**src/rtl/mdu_iterative.sv**
```systemverilog
// Iterative RV32M multiply/divide unit: 32-step shift-add multiply and restoring
// divide sharing one accumulator, with a registered one-cycle writeback pulse.
module mdu_iterative #(
    parameter int XLEN = 32
) (
    input  logic            clk,
    input  logic            rst_n,
    input  logic            start,
    input  logic [2:0]      funct3,
    input  logic [XLEN-1:0] op_a,
    input  logic [XLEN-1:0] op_b,
    input  logic [4:0]      rd_in,
    input  logic            flush,
    output logic            busy,
    output logic            done,
    output logic            we_out,
    output logic [4:0]      rd_out,
    output logic [XLEN-1:0] result
);

    typedef enum logic [1:0] {
        S_IDLE,
        S_RUN,
        S_DONE
    } state_t;

    state_t state, state_nxt;
    logic   launch, last;

    logic [4:0]      cnt;
    logic [2:0]      fn;
    logic [4:0]      rd_q;
    logic            neg_a, neg_b, b_zero;
    logic [XLEN-1:0] hi, lo, opnd;

    // NOTE: sequential state uses non-blocking assignments so every flop samples
    // pre-edge values regardless of block ordering.
    always_ff @(posedge clk) begin
        if (!rst_n) state <= S_IDLE;
        else        state <= state_nxt;
    end

    // NOTE: every signal driven here gets a default first, so no path leaves a
    // value unassigned and no latch is inferred.
    always_comb begin
        state_nxt = state;
        launch    = 1'b0;
        last      = 1'b0;
        case (state)
            S_IDLE: begin
                if (start && !flush) begin
                    state_nxt = S_RUN;
                    launch    = 1'b1;
                end
            end
            S_RUN: begin
                if (flush) begin
                    state_nxt = S_IDLE;
                end else if (cnt == 5'd31) begin
                    state_nxt = S_DONE;
                    last      = 1'b1;
                end
            end
            S_DONE:  state_nxt = S_IDLE;
            default: state_nxt = S_IDLE;
        endcase
    end

    // Operand signedness at launch; MUL's low word is sign-agnostic, so it runs unsigned.
    logic            signed_a_in, signed_b_in;
    logic            neg_a_in, neg_b_in;
    logic [XLEN-1:0] mag_a, mag_b;

    always_comb begin
        signed_a_in = 1'b0;
        signed_b_in = 1'b0;
        case (funct3)
            3'b001, 3'b100, 3'b110: begin
                signed_a_in = 1'b1;
                signed_b_in = 1'b1;
            end
            3'b010:  signed_a_in = 1'b1;
            default: ;
        endcase
    end

    assign neg_a_in = signed_a_in & op_a[XLEN-1];
    assign neg_b_in = signed_b_in & op_b[XLEN-1];
    assign mag_a    = neg_a_in ? -op_a : op_a;
    assign mag_b    = neg_b_in ? -op_b : op_b;

    // One iteration: hi/lo hold product-high/multiplier or remainder/quotient.
    logic [XLEN-1:0] addend;
    logic [XLEN:0]   sum, shifted, diff;
    logic [XLEN-1:0] hi_nxt, lo_nxt;

    always_comb begin
        addend  = lo[0] ? opnd : '0;
        sum     = {1'b0, hi} + {1'b0, addend};
        shifted = {hi, lo[XLEN-1]};
        // hi < divisor keeps the trial difference inside XLEN+1 signed bits.
        diff    = shifted - {1'b0, opnd};
        if (fn[2]) begin
            hi_nxt = diff[XLEN] ? shifted[XLEN-1:0] : diff[XLEN-1:0];
            lo_nxt = {lo[XLEN-2:0], ~diff[XLEN]};
        end else begin
            hi_nxt = sum[XLEN:1];
            lo_nxt = {sum[0], lo[XLEN-1:1]};
        end
    end

    logic [2*XLEN-1:0] prod, prod_fix;
    logic [XLEN-1:0]   quo_fix, rem_fix, final_res;

    always_comb begin
        prod     = {hi_nxt, lo_nxt};
        prod_fix = (neg_a ^ neg_b) ? -prod : prod;
        quo_fix  = b_zero ? '1 : ((neg_a ^ neg_b) ? -lo_nxt : lo_nxt);
        rem_fix  = neg_a ? -hi_nxt : hi_nxt;
        case (fn)
            3'b000:                 final_res = prod_fix[XLEN-1:0];
            3'b001, 3'b010, 3'b011: final_res = prod_fix[2*XLEN-1:XLEN];
            3'b100, 3'b101:         final_res = quo_fix;
            default:                final_res = rem_fix;
        endcase
    end

    // NOTE: the iteration datapath carries no reset; launch reloads it before any
    // value is consumed, and only visible outputs need defined reset values.
    always_ff @(posedge clk) begin
        if (launch) begin
            hi     <= '0;
            lo     <= mag_a;
            opnd   <= mag_b;
            fn     <= funct3;
            rd_q   <= rd_in;
            neg_a  <= neg_a_in;
            neg_b  <= neg_b_in;
            b_zero <= (op_b == '0);
        end else if (state == S_RUN) begin
            hi <= hi_nxt;
            lo <= lo_nxt;
        end
    end

    // rd_out and result only move on completion, so a flush leaves them intact.
    always_ff @(posedge clk) begin
        if (!rst_n) begin
            cnt    <= 5'd0;
            rd_out <= 5'd0;
            result <= '0;
        end else begin
            if (launch)                cnt <= 5'd0;
            else if (state == S_RUN)   cnt <= cnt + 5'd1;
            if (last) begin
                result <= final_res;
                rd_out <= rd_q;
            end
        end
    end

    assign busy   = (state != S_IDLE);
    assign done   = (state == S_DONE);
    assign we_out = done;

endmodule

```
**config.mk**
```make
export PLATFORM = sky130hd
export DESIGN_NAME = mdu_iterative
export DESIGN_NICKNAME = d
export VERILOG_FILES = /design/src/rtl/mdu_iterative.sv
export SDC_FILE = /design/constraint.sdc
export NUM_CORES = 1
export LEC_CHECK = 0
export BUFFER_PORTS_ARGS = -buffer_cell sky130_fd_sc_hd__buf_2
export CORE_AREA = 2 2 248 250
export DETAILED_ROUTE_END_ITERATION = 12
export DIE_AREA = 0 0 250 252
export PLACE_DENSITY = 0.45
export SLEW_MARGIN = 10
export SYNTH_ARGS = -nofsm -noshare
export SYNTH_HDL_FRONTEND = slang
export SYNTH_SLANG_ARGS = --single-unit
```
**constraint.sdc**
```tcl
create_clock -name clk -period 7.7 [get_ports clk]
set_clock_uncertainty 0.05 [all_clocks]
set_input_delay 0.385 -clock clk [delete_from_list [all_inputs] [get_ports clk]]
set_output_delay 0.385 -clock clk [all_outputs]
set_load 0.05 [all_outputs]
```
==> After elaboration in Yosys (flattened, before gate mapping) <==
Cells that the tools add are included.
{ "word_totals": {"inputBits": 76, "elab_cells": 76, "register_bits": 151, "out_inout_bits": 40} }
{ "classes": {"bitwise_logic": 5, "n_mux": 24, "n_eq_ne": 14, "reduce_logical": 13, "add_sub_neg": 8} }
{ "op_table": {"columns": ["op", "count"], "rows": [
  ["$mux W32", 11],
  ["$neg A32 Y32", 4],
  ["$pmux W32 S3", 1],
  ["$mux W64", 1],
  ["$neg A64 Y64", 1],
  ["$add A32 B32 Y33", 1],
  ["$sub A33 B32 Y33", 1],
  ["$logic_not A32 Y1", 1],
  ["$eq A3 B3 Y1 const B", 4],
  ["$eq A3 B2 Y1 const B", 3],
  ["$mux W1", 7],
  ["$eq A3 B1 Y1 const B", 2],
  ["$mux W2", 3],
  ["$reduce_or A3 Y1", 2],
  ["$add A5 B1 Y5 const B", 1],
  ["$eq A5 B5 Y1 const B", 1],
  ["$pmux W2 S2", 1],
  ["$reduce_bool A2 Y1", 2],
  ["$reduce_or A2 Y1", 2],
  ["$reduce_or A4 Y1", 1],
  ["$logic_not A3 Y1", 1],
  ["$ne A3 B3 Y1 const B", 1],
  ["$and A1 B1 Y1", 2],
  ["$eq A2 B1 Y1 const B", 1],
  ["other kinds (8)", 9]
]} }

==> Logic depth before layout (Yosys ltp) <==
{ "logic_depth": {"word_depth": 7, "mapped_depth": 24, "depth_no_buf": 21} }

==> Worst setup path after synthesis <==
OpenSTA, ideal clock, no wires.
{ "synth_timing": {"path_type": "register to register", "from": "register lo[31]", "to": "register result[26]", "stages_incl_launch_ff": 25, "synth_period_minus_slack_ns": 5.123, "path_buffers": 3, "t_required_ns": 7.524, "t_arrival_ns": 4.947, "setup_time_ns": 0.126, "slack_ns": 2.577, "path_cell_list": "edfxtp_1 > inv_1 > ha_1 > fa_1 > nand2b_1 > a211oi_2 > o21ai_1 > a21boi_2 > nor3_2 > nor2_2 > buf_4 > clkbuf_1 > nand2_1 > o21ai_0 > a21oi_1 > inv_1 > ha_1 > o31a_1 > nand4_2 > or4_4 > or4_1 > buf_2 > o211a_1 > o21ai_1 > a31oi_1"} }
{ "synth_via": {"elab_chain_cells": 7, "elab_cells_between_ends": 13, "classes_between": "4 x add/sub; 8 x mux; 1 x bitwise"} }
{ "synth_rtl": {"columns": ["element", "line", "rtl"], "rows": [
  ["start: declaration", "34", "logic [XLEN-1:0] hi, lo, opnd;"],
  ["start signal: assignment", "133", "lo <= mag_a;"],
  ["start signal: assignment", "142", "lo <= lo_nxt;"],
  ["branches (longest 6 deep; another with $neg A64 Y64)", null, null],
  ["$pmux W32 S3 (*)", "120", "case (fn)"],
  ["end signal: assignment", "156", "result <= final_res;"],
  ["end: declaration", "18", "output logic [XLEN-1:0] result"]
]} }
Mark *: on every way between the ends.
A chain may end at the register's enable or synchronous reset.

==> Final worst setup path <==
Same ends and word-level chain as after synthesis.

==> impl_table.tex <==
\begin{tabular}{lr}
\hline
Metric & Value \\
\hline
\multicolumn{2}{l}{\textbf{Power}} \\
\quad Total chip power & 3.831 mW \\
\quad Internal power component & roughly 2.0 mW \\
\quad Sequential power share & 26.7\% \\
\quad Leakage & 6.511 nW \\
\quad Fraction of power spent switching nets & a little under half \\
\quad Power density over the cells & about 230 nW/um2 \\
\quad Maximum vdd ir drop & between 0.15 and 0.2 mV \\
\quad Power dissipated by switching net loads & roughly 1.8 mW \\
\quad Portion of total power attributed to the clock network & between 20 and 25\% \\
\quad Power share of the combinational group & between 50\% and 60\% \\
\multicolumn{2}{l}{\textbf{Timing}} \\
\quad \# setup viols final & 0 \\
\quad Worst slack on hold paths & 0.03829 ns \\
\quad Crit path setup slack, layout & 1.728 ns \\
\quad Transition time at the pin with the least slew margin & 0.9673 ns \\
\quad Final count of pins violating max slew & 0 \\
\quad Slew HR & 34.83\% \\
\quad Setup repair after global routing missed its margin & no \\
\quad Achievable Freq & 0.1674 GHz \\
\quad Post-layout minimum cycle time & 5.972 ns \\
\quad Number of hold violations in the final report & 0 \\
\quad Final worst-path cycle share & 77.56\% \\
\quad Final setup TNS & 0 ns \\
\multicolumn{2}{l}{\textbf{Route}} \\
\quad Count of antenna-violating nets left after detailed routing & 0 \\
\quad DRC & 0 \\
\quad Length of the first detailed-routing pass in iterations & 5 \\
\quad Average wire length per cell after detail routing & 21.16 um \\
\quad Detailed Route Iter0 Violations & 1,199 \\
\quad Wirelength, routed & 59,070 um \\
\quad Total number of vias & around 15,000 \\
\quad Vias per Instance & 5.395 \\
\multicolumn{2}{l}{\textbf{Setup path}} \\
\quad Worst path most repeated cell & o21ai\_1 \\
\quad Crit path depth & 20 \\
\quad Worst reg2reg startpoint & lo[31]\$\_DFFE\_PP\_ \\
\quad Worst Setup SP & lo[31]\$\_DFFE\_PP\_ \\
\quad Max FO, Critical Path & 15 \\
\quad Start-to-end type of the worst setup path & reg -> reg \\
\quad Largest delay share family, worst path & compound AO/OA/AOI/OAI gates \\
\quad Worst reg-to-reg path cell count & 20 \\
\quad Bufs and invs on worst path & 3 \\
\quad Critical-path cell list & inv\_1 -> ha\_1 -> fa\_1 -> nand2b\_1 -> a211oi\_2 -> o21ai\_1 -> a21boi\_2 -> o21ai\_1 -> buf\_4 -> a21oi\_1 -> o31ai\_1 -> inv\_1 -> ha\_1 -> o31a\_1 -> nand4\_2 -> or4\_4 -> or4\_1 -> o211a\_1 -> o21ai\_1 -> a31oi\_1 \\
\quad Crit start category & register \\
\quad Library cell contributing the largest single delay on the critical path & or4\_4 \\
\quad Crit-path max cell delay & 0.62 ns \\
\quad Required time worst endpoint & 8.01 ns \\
\quad Setup crit end kind & register \\
\quad Data arrival at the endpoint of the critical path & 6.28 ns \\
\multicolumn{2}{l}{\textbf{GRT}} \\
\quad Gr ovfl total & 0 \\
\quad Largest net degree at the start of global routing & 55 \\
\quad Antenna violations before repair & 0 \\
\quad Number of global-route vias before repair & 14,590 \\
\quad Wire length of the first global-routing pass & between 80,000 and 90,000 um \\
\quad GRT Overall Usage & roughly 19\% \\
\multicolumn{2}{l}{\textbf{Synth}} \\
\quad Post-synth ARST share & 0\% \\
\quad Top cell type by total area after synthesis & edfxtp\_1 \\
\quad Fraction of the mapped netlist area in adder cells & between 6 and 7\% \\
\quad Largest family of logic cells by synthesized area & compound AO/OA/AOI/OAI gates \\
\quad Post-synthesis sequential area ratio & 25.19\% \\
\quad Mean instance size in the synthesized netlist & around 7.8 um2 \\
\quad Synthesis-stage register bit count & 151 \\
\quad Post-Syn Area & between 10,000 and 15,000 um2 \\
\quad Post-synth net total & 2,081 \\
\quad Fraction of synthesized cell area taken by the top area cell type & 15.03\% \\
\quad Primary flip-flop cell chosen by synthesis mapping & dfxtp\_1 \\
\quad Synthesized instance count & 1,933 \\
\quad Synth area leaders & edfxtp\_1, dfxtp\_1, a21oi\_1 \\
\quad Share of cell area taken by muxes after synthesis & under 10\% \\
\quad Post-synthesis xor/xnor area fraction & 10.35\% \\
\quad Simple-gate share of the synthesized area & 22.85\% \\
\quad Area fraction in compound gates after synthesis & 27.27\% \\
\quad Synth Warn \# & 0 \\
\quad Number of enable flip-flop cells after synthesis & 75 \\
\quad Distinct cell type count of the synthesized netlist & 99 \\
\multicolumn{2}{l}{\textbf{Run status}} \\
\quad Outcome & finished clean \\
\multicolumn{2}{l}{\textbf{Floorplan}} \\
\quad I/O pin count & 116 \\
\quad Area enclosed by the die boundary & 63,000 um2 \\
\quad Height of the chip & 252 um \\
\quad Core region area & 60,130 um2 \\
\quad Horiz. Die Dim & 250 um \\
\quad Placement Rows & 90 \\
\quad Starting density of the core & $\sim$25\% \\
\multicolumn{2}{l}{\textbf{Layout}} \\
\quad Total of fill cells in the finished design & 6,633 \\
\quad Proportion of layout cells with a drive suffix above 1 & 12.09\% \\
\quad Final net count & 2,145 \\
\quad Fin cells & 2,792 \\
\quad Layout Area Growth over Synthesis & 13.09\% \\
\quad Antenna Cells & 0 \\
\multicolumn{2}{l}{\textbf{Clocking}} \\
\quad Number of instances resized during post-cts repair & 0 \\
\quad Number of buffers created by CTS & 17 \\
\quad TritonCTS Sinks & 151 \\
\quad Clock latency on the worst-skew pair & 0.48 ns \\
\quad Master cell of the clock root buffer & clkbuf\_16 \\
\quad Post-CTS repair timing setup buffer count & 0 \\
\quad Clock slew seen by the registers of the worst setup and hold paths & 0.08 ns \\
\quad Total of hold buffers inserted after clock tree synthesis & 0 \\
\quad CTS tree & done \\
\quad Number of H-tree branching levels & 4 \\
\quad Bufs on Longest Clock Path & 2 \\
\multicolumn{2}{l}{\textbf{Run}} \\
\quad Number of violations of the max-capacitance limit & 0 \\
\multicolumn{2}{l}{\textbf{Place}} \\
\quad DP Wirelength & 46,460 um \\
\quad Final weighted congestion in routability-driven placement & slightly above 0.9 \\
\quad Port Buffers & 115 \\
\quad Placed Cells & 2,760 \\
\quad Place WS & roughly 1.8 ns \\
\multicolumn{2}{l}{\textbf{Hold path}} \\
\quad Hold path startpoint & rd\_in[1] \\
\quad Worst hold path cell count & 1 \\
\quad Worst hold path type & in -> reg \\
\hline
\end{tabular}
[per-stage QoR]
| stage | utilization [%] | cell area (um2) |
|---|---|---|
| CTS | 28.18 | 16940 |
| floorplan | - | 14980 |
| detailed placement | 27.22 | 16370 |
| global route | 28.18 | 16940 |
| global placement | 27.22 | 16370 |
| finish | 28.18 | 16940 |
[layout by cell type, fill, tap and decap left out, types with 16 or more instances in the layout]
| cell | netlist | routed |
|---|---|---|
| nand2_1 | 196 | 196 |
| nor2_1 | 179 | 178 |
| a21oi_1 | 176 | 176 |
| o21ai_0 | 132 | 132 |
| buf_2 | 15 | 115 |
| xnor2_1 | 97 | 96 |
| xor2_1 | 80 | 79 |
| dfxtp_1 | 76 | 76 |
| edfxtp_1 | 75 | 75 |
| ha_1 | 70 | 70 |
| inv_1 | 65 | 65 |
| nor3_1 | 60 | 60 |
| and2_1 | 46 | 46 |
| mux2i_1 | 40 | 40 |
| nand3_1 | 39 | 39 |
| buf_4 | 5 | 33 |
| o31ai_1 | 30 | 30 |
| nor4_1 | 27 | 27 |
| nand4_1 | 25 | 25 |
| a31oi_1 | 24 | 24 |
| a21o_1 | 23 | 23 |
| o211ai_1 | 20 | 20 |
| and3_1 | 18 | 18 |
| nand2b_1 | 18 | 18 |
| nor2b_1 | 18 | 18 |
| clkbuf_16 | 0 | 18 |
| a211oi_1 | 17 | 17 |
| a221oi_1 | 17 | 17 |
| a22o_1 | 17 | 17 |
| o21a_1 | 16 | 16 |
| or3_1 | 16 | 16 |
[worst register-to-register path, stage by stage (launching register included)]
cell and delay [ns]:
edfxtp_1 0.43, inv_1 0.07, ha_1 0.22, fa_1 0.41, nand2b_1 0.22, a211oi_2 0.34
o21ai_1 0.18, a21boi_2 0.55, o21ai_1 0.30, buf_4 0.30, a21oi_1 0.19, o31ai_1 0.19
inv_1 0.13, ha_1 0.21, o31a_1 0.23, nand4_2 0.15, or4_4 0.62, or4_1 0.58
o211a_1 0.27, o21ai_1 0.12, a31oi_1 0.10
[final timing paths]
kind	to	slack, ns
setup reg to reg	result[26]$_SDFFE_PN0P_	1.73
hold reg to reg	result[20]$_SDFFE_PN0P_	0.40
setup / recovery	result[26]$_SDFFE_PN0P_	1.73
hold / removal	rd_q[1]$_DFFE_PP_	0.04
[power groups by stage]
stage               sequential, mW  combinational [mW]  clock, mW
floorplan                    0.992                1.35          0
global placement              1.04                1.92          0
finish                        1.02                1.95      0.860
detailed placement            1.04                1.91          0
CTS                           1.02                1.93      0.884
global route                  1.03                2.12      0.907
[cell families (layout without fill, tap and decap cells)]
family,Yosys count,after routing
simple gates,698,698
compound gates,611,611
xor+xnor,177,177
buf+inv,171,248
flops,151,151
fa+ha+maj,72,72
mux,53,53
[synth_stat cells (18+ instances only)]
master    count
a21o_1       23
a21oi_1     176
a31oi_1      24
and2_1       46
and3_1       18
clkbuf_1     69
dfxtp_1      76
edfxtp_1     75
ha_1         70
inv_1        65
mux2i_1      40
nand2_1     196
nand2b_1     18
nand3_1      39
nand4_1      25
nor2_1      179
nor2b_1      18
nor3_1       60
nor4_1       27
o211ai_1     20
o21ai_0     132
o31ai_1      30
xnor2_1      97
xor2_1       80
[layout make-up]
cell class                      instances  area (um2)  share of cell area, %
Sequential cell                       151        3774                  22.27
Clock inverter                         14       122.6                 0.7237
Clock buffer                           18       450.4                  2.658
Multi-Input combinational cell       1611       10540                  62.21
Timing Repair Buffer                  148       823.3                  4.859
Inverter                               68       255.2                  1.506
Tap cell                              782       978.4                  5.775
[flip-flops by register name (all words and copies together) (netlist names)]
signal  count
result     32
state       2
cnt         5
hi         32
neg_a       1
lo         32
neg_b       1
rd_q        5
b_zero      1
opnd       32
rd_out      5
fn          3
[layer usage]
layer	vias up	GRT usage [%]	share of wire, %
met5	-	0	0
met1	7234	23.35	44
met3	78	2.383	4.5
li1	7297	-	-
met2	453	32.31	48
met4	0	6.758	3.0
(Power assumes the default switching activity.)
